===== src/rtl/eng_imem_pkg.sv =====
// Shared types and helpers for the instruction-memory word unpacker.
package eng_imem_pkg;

  typedef enum logic [0:0] {
    StIdle,
    StShift
  } shift_st_e;

  localparam logic ModePar = 1'b0;
  localparam logic ModeSer = 1'b1;

  // Bit offset of slice idx inside a packed wide word.
  function automatic int unsigned slice_off(input int unsigned idx, input int unsigned slice_w);
    return idx * slice_w;
  endfunction

endpackage


===== src/rtl/eng_imem_chan.sv =====
// One unpacker channel: word FIFO, deferred mode register, serial slice FSM and output masking.
module eng_imem_chan
  import eng_imem_pkg::*;
#(
  parameter int unsigned Slices = 5,
  parameter int unsigned SliceW = 48,
  parameter int unsigned Depth  = 2,
  localparam int unsigned WordW = Slices * SliceW,
  localparam int unsigned IdxW  = $clog2(Slices),
  localparam int unsigned CntW  = $clog2(Depth + 1)
) (
  input  logic              clk_i,
  input  logic              rst_ni,
  input  logic              mode_serial_i,
  input  logic              in_valid_i,
  output logic              in_ready_o,
  input  logic [WordW-1:0]  in_data_i,
  output logic              out_valid_o,
  input  logic              out_ready_i,
  output logic [WordW-1:0]  out_par_o,
  output logic [SliceW-1:0] out_slice_o,
  output logic [IdxW-1:0]   out_idx_o,
  output logic              out_last_o,
  output logic [CntW-1:0]   level_o
);

  localparam int unsigned PtrW = $clog2(Depth);

  logic [WordW-1:0] mem_q [Depth];
  logic [PtrW-1:0]  wr_ptr_q, rd_ptr_q;
  logic [CntW-1:0]  level_q, level_d;
  logic [IdxW-1:0]  idx_q, idx_d;
  logic             mode_q, mode_d;
  logic             rdy_q;
  shift_st_e        state_q, state_d;

  logic             push, pop, hs, valid, ser, last;
  logic [WordW-1:0] head;

  assign head       = mem_q[rd_ptr_q];
  assign ser        = (mode_q == ModeSer);
  assign last       = (idx_q == IdxW'(Slices - 1));
  // rdy_q keeps in_ready low during reset and for the first cycle after release.
  assign in_ready_o = rdy_q && (level_q < CntW'(Depth));
  assign push       = in_valid_i && in_ready_o;

  always_comb begin
    valid = ser ? (state_q == StShift) : (level_q != '0);
    hs    = valid && out_ready_i;
    pop   = hs && (!ser || last);

    idx_d = idx_q;
    if (hs && ser) begin
      idx_d = last ? '0 : idx_q + 1'b1;
    end

    level_d = level_q;
    if (push && !pop) begin
      level_d = level_q + 1'b1;
    end else if (!push && pop) begin
      level_d = level_q - 1'b1;
    end

    // Mode only follows the input while the channel is fully drained.
    mode_d = ((level_q == '0) && (idx_q == '0)) ? mode_serial_i : mode_q;
  end

  always_comb begin
    state_d = state_q;
    unique case (state_q)
      StIdle:  if ((mode_d == ModeSer) && (level_d != '0)) state_d = StShift;
      StShift: if (level_d == '0) state_d = StIdle;
      default: state_d = StIdle;
    endcase
  end

  always_ff @(posedge clk_i or negedge rst_ni) begin
    if (!rst_ni) begin
      wr_ptr_q <= '0;
      rd_ptr_q <= '0;
      level_q  <= '0;
      idx_q    <= '0;
      mode_q   <= ModePar;
      rdy_q    <= 1'b0;
      state_q  <= StIdle;
    end else begin
      if (push) wr_ptr_q <= wr_ptr_q + 1'b1;
      if (pop)  rd_ptr_q <= rd_ptr_q + 1'b1;
      level_q <= level_d;
      idx_q   <= idx_d;
      mode_q  <= mode_d;
      rdy_q   <= 1'b1;
      state_q <= state_d;
    end
  end

  // Storage needs no reset: every data output is masked while the FIFO is empty.
  always_ff @(posedge clk_i) begin
    if (push) mem_q[wr_ptr_q] <= in_data_i;
  end

  always_comb begin
    out_valid_o = valid;
    out_par_o   = (valid && !ser) ? head : '0;
    out_slice_o = (valid && ser) ? head[slice_off(int'(idx_q), SliceW) +: SliceW] : '0;
    out_idx_o   = (valid && ser) ? idx_q : '0;
    out_last_o  = valid && ser && last;
    level_o     = level_q;
  end

endmodule


===== src/rtl/eng_imem_unpack.sv =====
// Multi-channel instruction-memory word unpacker: independent channels with flat port packing.
module eng_imem_unpack
  import eng_imem_pkg::*;
#(
  parameter int unsigned NumCh  = 2,
  parameter int unsigned Slices = 5,
  parameter int unsigned SliceW = 48,
  parameter int unsigned Depth  = 2,
  localparam int unsigned WordW = Slices * SliceW,
  localparam int unsigned IdxW  = $clog2(Slices),
  localparam int unsigned CntW  = $clog2(Depth + 1)
) (
  input  logic                    clk_i,
  input  logic                    rst_ni,
  input  logic                    mode_serial_i,
  input  logic [NumCh-1:0]        in_valid_i,
  output logic [NumCh-1:0]        in_ready_o,
  input  logic [NumCh*WordW-1:0]  in_data_i,
  output logic [NumCh-1:0]        out_valid_o,
  input  logic [NumCh-1:0]        out_ready_i,
  output logic [NumCh*WordW-1:0]  out_par_o,
  output logic [NumCh*SliceW-1:0] out_slice_o,
  output logic [NumCh*IdxW-1:0]   out_idx_o,
  output logic [NumCh-1:0]        out_last_o,
  output logic [NumCh*CntW-1:0]   level_o
);

  for (genvar c = 0; c < NumCh; c++) begin : g_chan
    eng_imem_chan #(
      .Slices (Slices),
      .SliceW (SliceW),
      .Depth  (Depth)
    ) u_chan (
      .clk_i         (clk_i),
      .rst_ni        (rst_ni),
      .mode_serial_i (mode_serial_i),
      .in_valid_i    (in_valid_i[c]),
      .in_ready_o    (in_ready_o[c]),
      .in_data_i     (in_data_i[c*WordW +: WordW]),
      .out_valid_o   (out_valid_o[c]),
      .out_ready_i   (out_ready_i[c]),
      .out_par_o     (out_par_o[c*WordW +: WordW]),
      .out_slice_o   (out_slice_o[c*SliceW +: SliceW]),
      .out_idx_o     (out_idx_o[c*IdxW +: IdxW]),
      .out_last_o    (out_last_o[c]),
      .level_o       (level_o[c*CntW +: CntW])
    );
  end

endmodule


===== config.mk =====
export PLATFORM = sky130hd
export DESIGN_NAME = eng_imem_unpack
export DESIGN_NICKNAME = d
export VERILOG_FILES = /design/src/rtl/eng_imem_pkg.sv /design/src/rtl/eng_imem_chan.sv /design/src/rtl/eng_imem_unpack.sv
export SDC_FILE = /design/constraint.sdc
export NUM_CORES = 1
export LEC_CHECK = 0
export BUFFER_PORTS_ARGS = -buffer_cell sky130_fd_sc_hd__buf_2
export CELL_PAD_IN_SITES_DETAIL_PLACEMENT = 0
export CELL_PAD_IN_SITES_GLOBAL_PLACEMENT = 2
export CORE_AREA = 2 2 421 423
export CTS_BUF_LIST = sky130_fd_sc_hd__clkbuf_2 sky130_fd_sc_hd__clkbuf_4 sky130_fd_sc_hd__clkbuf_8
export DETAILED_ROUTE_END_ITERATION = 8
export DIE_AREA = 0 0 423 425
export GPL_ROUTABILITY_DRIVEN = 0
export HOLD_SLACK_MARGIN = 0.12
export MAX_ROUTING_LAYER = met4
export PLACE_DENSITY_LB_ADDON = 0.1
export SYNTH_ARGS = -nofsm -noshare
export SYNTH_HDL_FRONTEND = slang
export SYNTH_HIERARCHICAL = 1
export SYNTH_SLANG_ARGS = --single-unit

===== constraint.sdc =====
create_clock -name clk_i -period 18.9 [get_ports clk_i]
set_input_delay 1.89 -clock clk_i [delete_from_list [all_inputs] [get_ports clk_i]]
set_output_delay 1.89 -clock clk_i [all_outputs]
set_load 0.02 [all_outputs]

==> metrics.txt, run 1 <==
max_cap viols 0; post-route setup TNS 0 ns; unrepaired setup endpoints after global routing false; post-route ant nets 0; Initial Utilization 23.9%; Buffers on Ports 1,078; Detailed Place HPWL 121,000 um; reg2reg path depth 4; Worst Path Arrival 5.04 ns; Max Slew Vio Count 0; row cnt 154; P&R area growth vs syn 27.3%; vias in the first global route 28,282; Syn Nets 2,989; clock latency on the worst-skew pair 0.92 ns; Hold Path Stages 1; Worst setup EP type output pin; H-tree Lvls 4; Design Area, Final 0.0535 sq mm; clock sinks 980; Tot Pwr 9.01 mW; fin crit share 36.6%; Yosys cell types 38; clk slew on worst S/H paths 0.06 ns; DP Area 0.0496 sq mm; max_slew headroom 10.7%; register bit total from synthesis 980; Top Ports 1,079; Post-Place Cells 5,777; Pre-Repair DR Iteration Count 5; skew final 0.0276 ns; initial antenna violation count 148; total CTS buffers 189; aggregate global-route resource usage 18.7%; startpoint types flip-flop; final core occ 30.5%; CTS tree yes; share of layout cells above drive strength 1 41.7%; Hold-fix buffers, CTS 0; fmax 144 MHz; post-route setup slack 11.97 ns; Worst IR Drop VDD 0.104 mV; post-synthesis instance area 0.0420 sq mm; largest net degree at the start of global routing 167; pre-CTS WS 12.67 ns; Worst Setup SP g_chan[1].u_chan/rd_ptr_q$_DFFE_PN0P_; die area 0.180 sq mm; syn_area_per_cell 16.8 sq um; Core ar. 0.175 sq mm; DR DRC count 0; CTS Buffer Depth 3; Fin Hold WS 0.553 ns; final setup violation count 0; Req. time, crit path 17.01 ns; Setup CP Type flip-flop to output pin; Root Buffer clkbuf_8; Syn Inst Count 2,496; min-delay worst type flip-flop to flip-flop; Ys Warns 6; Die Height 425 um; status complete, no violations; first-pass GRT wire length 228,000 um; worst slew pin tran 1.34 ns; Leak 21.4 nW; peak fanout along the critical path 110; vias per cell 4.40; DRT Wirelength 170,000 um; Tmin final 6.93 ns; Final Net Count 4,121; mean routed wirelength per cell 27.4 um; reg-to-reg startpoint g_chan[1].u_chan/level_o[1]$_DFF_PN0_; setup bufs post-CTS 0; post-synthesis sequential area ratio 69.8%; starting DRC count in detailed routing 1,439; min-delay src g_chan[1].u_chan/wr_ptr_q$_DFFE_PN0N_; pwr dens 169 mW/mm^2; endpoints failing hold 0; GRT overflow 0; CTS resizes 0; Layout Cells excl Fill 6,179; die width 423 um; vias post-DR 27,215
final timing paths:
kind,end,slack (ns)
setup / recovery,out_slice_o[54],11.97
hold / removal,g_chan[1].u_chan/wr_ptr_q$_DFFE_PN0N_,0.55
setup reg to reg,g_chan[1].u_chan/mem_q[1][158]$_DFFE_PP_,15.30
hold reg to reg,g_chan[1].u_chan/wr_ptr_q$_DFFE_PN0N_,0.55
max in group asynchronous,g_chan[0].u_chan/rd_ptr_q$_DFFE_PN0P_,17.52
min in group asynchronous,g_chan[0].u_chan/level_o[1]$_DFF_PN0_,0.96
worst max-delay path: stages (launching register included):
cell and delay, ns:
dfrtp_4 0.96, buf_4 0.81, buf_12 0.55, mux2i_1 0.35
mux4_2 0.53, o22ai_1 0.24, buf_2 0.23
logic make-up after synthesis:
logic type / Yosys count / share of synthesized area, %
other cells: 2 / 0.0179
fa+ha+maj: 6 / 0.179
simple gates: 528 / 4.93
buf+inv: 180 / 2.68
flops: 980 / 69.8
compound gates: 114 / 1.71
mux: 680 / 20.5
xor+xnor: 6 / 0.125
per-layer routing:
layer | global-route usage, % | part of all wire (%) | up-vias
met4 | 6.06 | 3.4 | 0
met3 | 6.39 | 7.5 | 377
li1 | - | - | 12061
met2 | 33.3 | 52 | 1097
met1 | 19.3 | 37 | 13680
met5 | - | 0 | -
report_power, final:
group	leakage [nW]	internal, mW	total (mW)	switching (mW)
Clock	1.93	1.14	2.09	0.946
Combinational	10.5	1.36	4.11	2.75
Sequential	8.96	2.65	2.81	0.160
Total	21.4	5.15	9.01	3.86
state kept, by name, summed over array words and instances (netlist names):
signal                  flops
g_chan.u_chan/wr_ptr_q      2
g_chan.u_chan/idx_q         6
g_chan.u_chan/level_o       4
g_chan.u_chan/mode_q        2
g_chan.u_chan/state_q       2
g_chan.u_chan/rdy_q         2
g_chan.u_chan/rd_ptr_q      2
g_chan.u_chan/mem_q       960
Yosys cell counts:
| library cell | n | area share [%] |
|---|---|---|
| a21oi_1 | 2 | 0.024 |
| ha_1 | 6 | 0.18 |
| nand2_1 | 4 | 0.036 |
| xnor2_1 | 6 | 0.13 |
| inv_1 | 8 | 0.072 |
| a31oi_1 | 2 | 0.030 |
| inv_2 | 1 | 0.0089 |
| a21o_1 | 2 | 0.036 |
| nand3b_1 | 6 | 0.11 |
| buf_2 | 45 | 0.54 |
| edfxtp_1 | 960 | 69 |
| mux4_2 | 144 | 7.7 |
| nor2_1 | 488 | 4.4 |
| mux2i_1 | 532 | 13 |
| and4_1 | 2 | 0.042 |
| o21a_1 | 4 | 0.072 |
| mux2_2 | 4 | 0.11 |
| or2_1 | 1 | 0.015 |
| and3_1 | 10 | 0.15 |
| nand3_1 | 8 | 0.095 |
| o21ai_2 | 1 | 0.021 |
| buf_12 | 6 | 0.29 |
| o21ai_0 | 4 | 0.048 |
| nor3_1 | 4 | 0.048 |
| nand4_1 | 2 | 0.030 |
| buf_1 | 3 | 0.027 |
| buf_4 | 14 | 0.25 |
| nor2b_1 | 2 | 0.030 |
| o22ai_1 | 96 | 1.4 |
| buf_6 | 22 | 0.59 |
| clkinv_1 | 1 | 0.0089 |
| buf_8 | 7 | 0.25 |
| conb_1 | 2 | 0.018 |
| clkbuf_1 | 73 | 0.65 |
| or2_2 | 1 | 0.015 |
| dfrtp_1 | 20 | 1.2 |
| o21ai_1 | 1 | 0.012 |
| a211oi_1 | 2 | 0.036 |
area by class of cell:
class | count | area, sq um
fill | 17950 | 122000
sequential | 980 | 29300
antenna | 61 | 153
clock buffer | 270 | 3220
clock inverter | 71 | 457
multi-input combinational | 1336 | 11600
inverter | 10 | 42.5
tap | 2340 | 2930
timing repair buffer | 1111 | 5730
cells in the final DEF (no fill, tap or decap), types with 4 or more instances in the layout:
cell        Yosys  layout
and3_1         10       8
buf_12          6       7
clkinv_1        1      41
inv_1           8       8
o21a_1          4       4
nand3b_1        6       6
edfxtp_1      960     960
diode_2         0      61
o21ai_0         4       4
nand2_1         4       4
inv_6           0       4
clkbuf_8        0     190
nand3_1         8       6
buf_2          45    1078
dfrtp_4         0       4
mux2_2          4       4
dfrtp_1        20      16
ha_1            6       6
o22ai_1        96      96
clkinv_2        0      12
xnor2_1         6       6
buf_4          14      26
bufinv_16       0       4
nor2_1        488     486
nor3_1          4       4
clkbuf_4        0      80
mux4_2        144     144
clkinvlp_4      0       8
mux2i_1       532     532
Power figures use the tool's default switching activity.
==> run 2, diff against run 1 <==
--- a/config.mk
+++ b/config.mk
@@ -8,10 +8,10 @@
 export BUFFER_PORTS_ARGS = -buffer_cell sky130_fd_sc_hd__buf_2
 export CELL_PAD_IN_SITES_DETAIL_PLACEMENT = 0
 export CELL_PAD_IN_SITES_GLOBAL_PLACEMENT = 2
-export CORE_AREA = 2 2 421 423
+export CORE_AREA = 2 2 419 421
 export CTS_BUF_LIST = sky130_fd_sc_hd__clkbuf_2 sky130_fd_sc_hd__clkbuf_4 sky130_fd_sc_hd__clkbuf_8
 export DETAILED_ROUTE_END_ITERATION = 8
-export DIE_AREA = 0 0 423 425
+export DIE_AREA = 0 0 421 423
 export GPL_ROUTABILITY_DRIVEN = 0
 export HOLD_SLACK_MARGIN = 0.12
 export MAX_ROUTING_LAYER = met4
==> constraint.sdc (replaced) <==
create_clock -name clk_i -period 6.65 [get_ports clk_i]
set_input_delay 0.665 -clock clk_i [delete_from_list [all_inputs] [get_ports clk_i]]
set_output_delay 0.665 -clock clk_i [all_outputs]
set_load 0.02 [all_outputs]
==> metrics.txt, run 2 (synthesized netlist as in run 1, its figures left out) <==
status complete, no violations; starting DRC count in detailed routing 1,494; fin crit share 70.1%; Reg with most FFs g_chan.u_chan/mem_q; Setup CP Type flip-flop to output pin; max_slew headroom 28.5%; Buffers on Ports 1,078; Pre-Repair DR Iteration Count 5; CTS tree yes; row cnt 153; die area 0.178 sq mm; Initial Utilization 24.2%; final setup violation count 0; CTS Buffer Depth 3; largest net degree at the start of global routing 160; mean routed wirelength per cell 25.3 um; Tmin final 4.66 ns; pwr dens 442 mW/mm^2; share of layout cells above drive strength 1 36.6%; vias in the first global route 31,588; DRT Wirelength 168,000 um; NetSw 11.0 mW; clk slew on worst S/H paths 0.06 ns; FILL cells 17,354; reg-to-reg startpoint g_chan[1].u_chan/level_o[1]$_DFF_PN0_; Worst Setup SP g_chan[0].u_chan/idx_q[1]$_DFFE_PN0P_; Core ar. 0.173 sq mm; commonest non-fill, non-tap cells in the layout buf_2, edfxtp_1, mux2i_1; Worst IR Drop VDD 0.370 mV; max reg flops 960; Detailed Place HPWL 118,000 um; crit path max-delay cell type dfrtp_4; vias per cell 4.38; Worst Path Arrival 4.00 ns; sw frac 42.7%; Tot Pwr 25.8 mW; worst slew pin tran 1.07 ns; GRT overflow 0; fmax 214 MHz; H-tree Lvls 4; Crit path largest cell delay 1.10 ns; peak fanout along the critical path 58; Logic pwr share 46.4%; Final Net Count 4,602; post-route setup TNS 0 ns; CP Cell Sequence buf_4 -> mux4_2 -> mux2i_1 -> o22ai_1 -> buf_2; Die Height 423 um; skew final 0.0643 ns; vias post-DR 29,041; clock latency on the worst-skew pair 0.96 ns; clock sinks 980; unrepaired setup endpoints after global routing false; Post-Place Cells 5,757; min-delay worst type input port to asynchronous set/reset pin; leading cell type in the layout, fill and taps excluded buf_2; Worst setup EP type output pin; final core occ 33.6%; Leak 23.4 nW; post-route ant nets 0; startpoint types flip-flop; Internal Power 14.8 mW; first-pass GRT wire length 233,000 um; total CTS buffers 189; endpoints failing hold 0; aggregate global-route resource usage 18.8%; Req. time, crit path 5.98 ns; DR DRC count 0; P&R area growth vs syn 38.7%; clock share of power 22.8%; setup bufs post-CTS 0; die width 421 um; Layout Cells excl Fill 6,626; Sequential Power Share 30.9%; Top Ports 1,079; initial antenna violation count 51; max_cap viols 0; Max Slew Vio Count 0; Root Buffer clkbuf_8
==> run 2: repair_timing <==
action                                 4_1_cts  5_1_grt
hold buffers                               486        0
gates resized for setup                      0        0
endpoints found under the hold margin      992        0
==> run 2: worst max-delay path, delay by kind of cell, from the launching register on <==
kind / cells / cell delay (ns)
mux: 2 / 0.72
flops: 1 / 1.10
buf+inv: 2 / 1.00
compound gates: 1 / 0.18
==> run 2: cell type report <==
class | count | area (sq um) | area share, %
sequential | 980 | 29300 | 50.4
multi-input combinational | 1336 | 11600 | 19.9
timing repair buffer | 1592 | 10600 | 18.3
clock buffer | 263 | 3160 | 5.43
tap | 2325 | 2910 | 4.99
clock inverter | 74 | 445 | 0.765
antenna | 46 | 115 | 0.198
inverter | 10 | 42.5 | 0.0730
==> run 2: final timing paths <==
path,end,slack (ns),depth (start not counted)
worst min register to register,g_chan[0].u_chan/idx_q[2]$_DFFE_PN0P_,0.56,1
worst min-delay path,g_chan[1].u_chan/rd_ptr_q$_DFFE_PN0P_,0.34,2
max in group asynchronous,g_chan[0].u_chan/idx_q[1]$_DFFE_PN0P_,5.85,2
worst max register to register,g_chan[1].u_chan/mem_q[1][226]$_DFFE_PP_,3.97,3
worst max-delay path,out_slice_o[26],1.99,5
min in group clk_i,g_chan[1].u_chan/mem_q[1][233]$_DFFE_PP_,0.43,2
==> run 2: stage by stage <==
stage	cell area, sq um	setup WS, ns	hold slack, ns
after floorplan	42000	1.74	0.369
after global placement	49700	2.76	0.554
after detailed placement	49700	2.75	0.559
after CTS	58100	1.73	0.235
after global routing	58200	1.69	0.291
final	58200	1.99	0.342
==> run 2: power by group through the flow <==
stage	combinational (mW)	clock, mW	sequential, mW
2_1_floorplan	7.73	0	7.87
4_1_cts	12.2	6.12	7.98
6_report	11.9	5.87	7.95
5_1_grt	12.7	6.37	8.03
3_3_place_gp	11.9	0	8.08
3_5_place_dp	11.9	0	8.10
==> run 2: per-layer routing <==
metal | share of wire, % | track usage [%] | wire [um]
met5 | 0 | - | 0
met4 | 4.3 | 7.73 | 7180
met3 | 6.8 | 5.85 | 11400
met2 | 51 | 32.2 | 85300
met1 | 38 | 20.1 | 63800
==> run 3, diff against run 2 <==
--- a/config.mk
+++ b/config.mk
@@ -8,10 +8,10 @@
 export BUFFER_PORTS_ARGS = -buffer_cell sky130_fd_sc_hd__buf_2
 export CELL_PAD_IN_SITES_DETAIL_PLACEMENT = 0
 export CELL_PAD_IN_SITES_GLOBAL_PLACEMENT = 2
-export CORE_AREA = 2 2 419 421
+export CORE_AREA = 2 2 417 419
 export CTS_BUF_LIST = sky130_fd_sc_hd__clkbuf_2 sky130_fd_sc_hd__clkbuf_4 sky130_fd_sc_hd__clkbuf_8
 export DETAILED_ROUTE_END_ITERATION = 8
-export DIE_AREA = 0 0 421 423
+export DIE_AREA = 0 0 419 421
 export GPL_ROUTABILITY_DRIVEN = 0
 export HOLD_SLACK_MARGIN = 0.12
 export MAX_ROUTING_LAYER = met4
==> constraint.sdc (replaced) <==
create_clock -name clk_i -period 4.25 [get_ports clk_i]
set_input_delay 0.425 -clock clk_i [delete_from_list [all_inputs] [get_ports clk_i]]
set_output_delay 0.425 -clock clk_i [all_outputs]
set_load 0.02 [all_outputs]
==> metrics.txt, run 3 (synthesized netlist as in run 1, its figures left out) <==
Detailed Place HPWL 124,000 um; post-route ant nets 0; status complete, no violations; CTS Buffer Depth 3; Leak 24.1 nW; Die Height 421 um; vias post-DR 29,310; pwr dens 679 mW/mm^2; mean routed wirelength per cell 25.1 um; r2r setup slk 1.77 ns; Hold Path Stages 2; Initial Utilization 24.3%; worst slew pin tran 0.986 ns; Post-Place Cells 5,797; aggregate global-route resource usage 19.3%; total CTS buffers 187; Worst Path Arrival 3.47 ns; leading cell type in the layout, fill and taps excluded buf_2; commonest non-fill, non-tap cells in the layout buf_2, edfxtp_1, dlygate4sd3_1; first-pass GRT wire length 235,000 um; largest net degree at the start of global routing 99; endpoints failing hold 0; reg2reg end g_chan[0].u_chan/state_q$_DFF_PN0_; starting DRC count in detailed routing 1,462; Root Buffer clkbuf_8; unrepaired setup endpoints after global routing false; clk slew on worst S/H paths 0.06 ns; die width 419 um; Pre-Repair DR Iteration Count 5; vias per cell 4.34; Worst IR Drop VDD 0.303 mV; Req. time, crit path 3.83 ns; clock sinks 980; Buffers on Ports 1,078; initial antenna violation count 60; max_cap viols 0; peak fanout along the critical path 20; vias in the first global route 31,381; Top Ports 1,079; DR DRC count 0; reg-to-reg startpoint g_chan[0].u_chan/idx_q[0]$_DFFE_PN0P_; H-tree Lvls 4; DRT Wirelength 170,000 um; Final Net Count 4,745; Reg with most FFs g_chan.u_chan/mem_q; Layout Cells excl Fill 6,761; CTS tree yes; max reg flops 960; min-delay src in_data_i[309]; max_slew headroom 34.0%; GRT overflow 0; clock latency on the worst-skew pair 0.88 ns; Setup CP Type flip-flop to output pin; FILL cells 17,403; die area 0.176 sq mm; Worst setup EP type output pin; row cnt 153; reg2reg path depth 7; startpoint types flip-flop; skew final 0.0363 ns; Tot Pwr 40.6 mW; share of layout cells above drive strength 1 36.4%; fmax 257 MHz; Hold Path Sink g_chan[1].u_chan/mem_q[1][69]$_DFFE_PP_; Tmin final 3.89 ns; fin crit share 91.6%; final setup violation count 0; P&R area growth vs syn 42.4%; Core ar. 0.172 sq mm; Max Slew Vio Count 0; min-delay worst type input port to flip-flop
[run 3: power by group]
part,internal [mW],total (mW),switching (mW)
Clock,4.80,8.91,4.11
Sequential,11.8,12.4,0.657
Combinational,6.80,19.3,12.5
Total,23.4,40.6,17.3
[run 3: repair_timing]
item | in CTS | in global routing
gates resized for setup | 0 | 0
hold buffers | 590 | 0
hold endpoints to repair | 1005 | 0
buffers inserted | 0 | 1
setup endpoints to repair | 0 | 3
[run 3: cell type report]
class | instances | area (sq um) | area share, %
inverters | 10 | 42.5 | 0.0711
clock inverters | 64 | 325 | 0.544
flip-flops and latches | 980 | 29300 | 49.1
diodes | 43 | 108 | 0.180
well taps | 2325 | 2910 | 4.87
repair buffers | 1737 | 12300 | 20.6
multi-input cells | 1336 | 11600 | 19.4
clock buffers | 266 | 3190 | 5.33
[run 3: worst max-delay path: stages, from the launching register on]
cell	delay (ns)
dfrtp_1	0.44
inv_4	0.42
buf_4	0.53
buf_4	0.43
mux2i_1	0.36
o22ai_1	0.16
buf_2	0.22
[run 3: layer usage]
layer	track usage [%]	up-vias	share of wire, %
li1	-	13284	-
met5	-	-	0
met4	5.37	0	2.4
met1	21.7	14838	39
met3	4.68	259	5.7
met2	33.8	929	53
[run 3: stage by stage]
step	utilization (%)	cell area (sq um)	setup TNS (ns)	setup WS [ns]	hold WS [ns]
after global routing	34.7	59800	0	0.112	0.152
after floorplan	-	42000	-300.91	-0.552	0.129
final	34.7	59800	0	0.357	0.284
after CTS	34.6	59700	0	0.0127	0.120
after global placement	29.1	50200	0	1.06	0.439
after detailed placement	29.1	50200	0	1.07	0.438
[run 3: how the worst max path moves through the flow]
stage	from	endpoint	slack [ns]	cells past startpoint
after global routing	g_chan[1].u_chan/rd_ptr_q$_DFFE_PN0P_	out_slice_o[51]	0.11	5
final	g_chan[0].u_chan/idx_q[0]$_DFFE_PN0P_	out_slice_o[15]	0.36	6
after CTS	g_chan[0].u_chan/rd_ptr_q$_DFFE_PN0P_	out_slice_o[15]	0.01	6
after detailed placement	g_chan[0].u_chan/rd_ptr_q$_DFFE_PN0P_	out_slice_o[15]	1.07	6
after floorplan	g_chan[0].u_chan/level_o[1]$_DFF_PN0_	g_chan[0].u_chan/mem_q[0][0]$_DFFE_PP_	-0.55	2
after global placement	g_chan[0].u_chan/rd_ptr_q$_DFFE_PN0P_	out_slice_o[8]	1.06	6
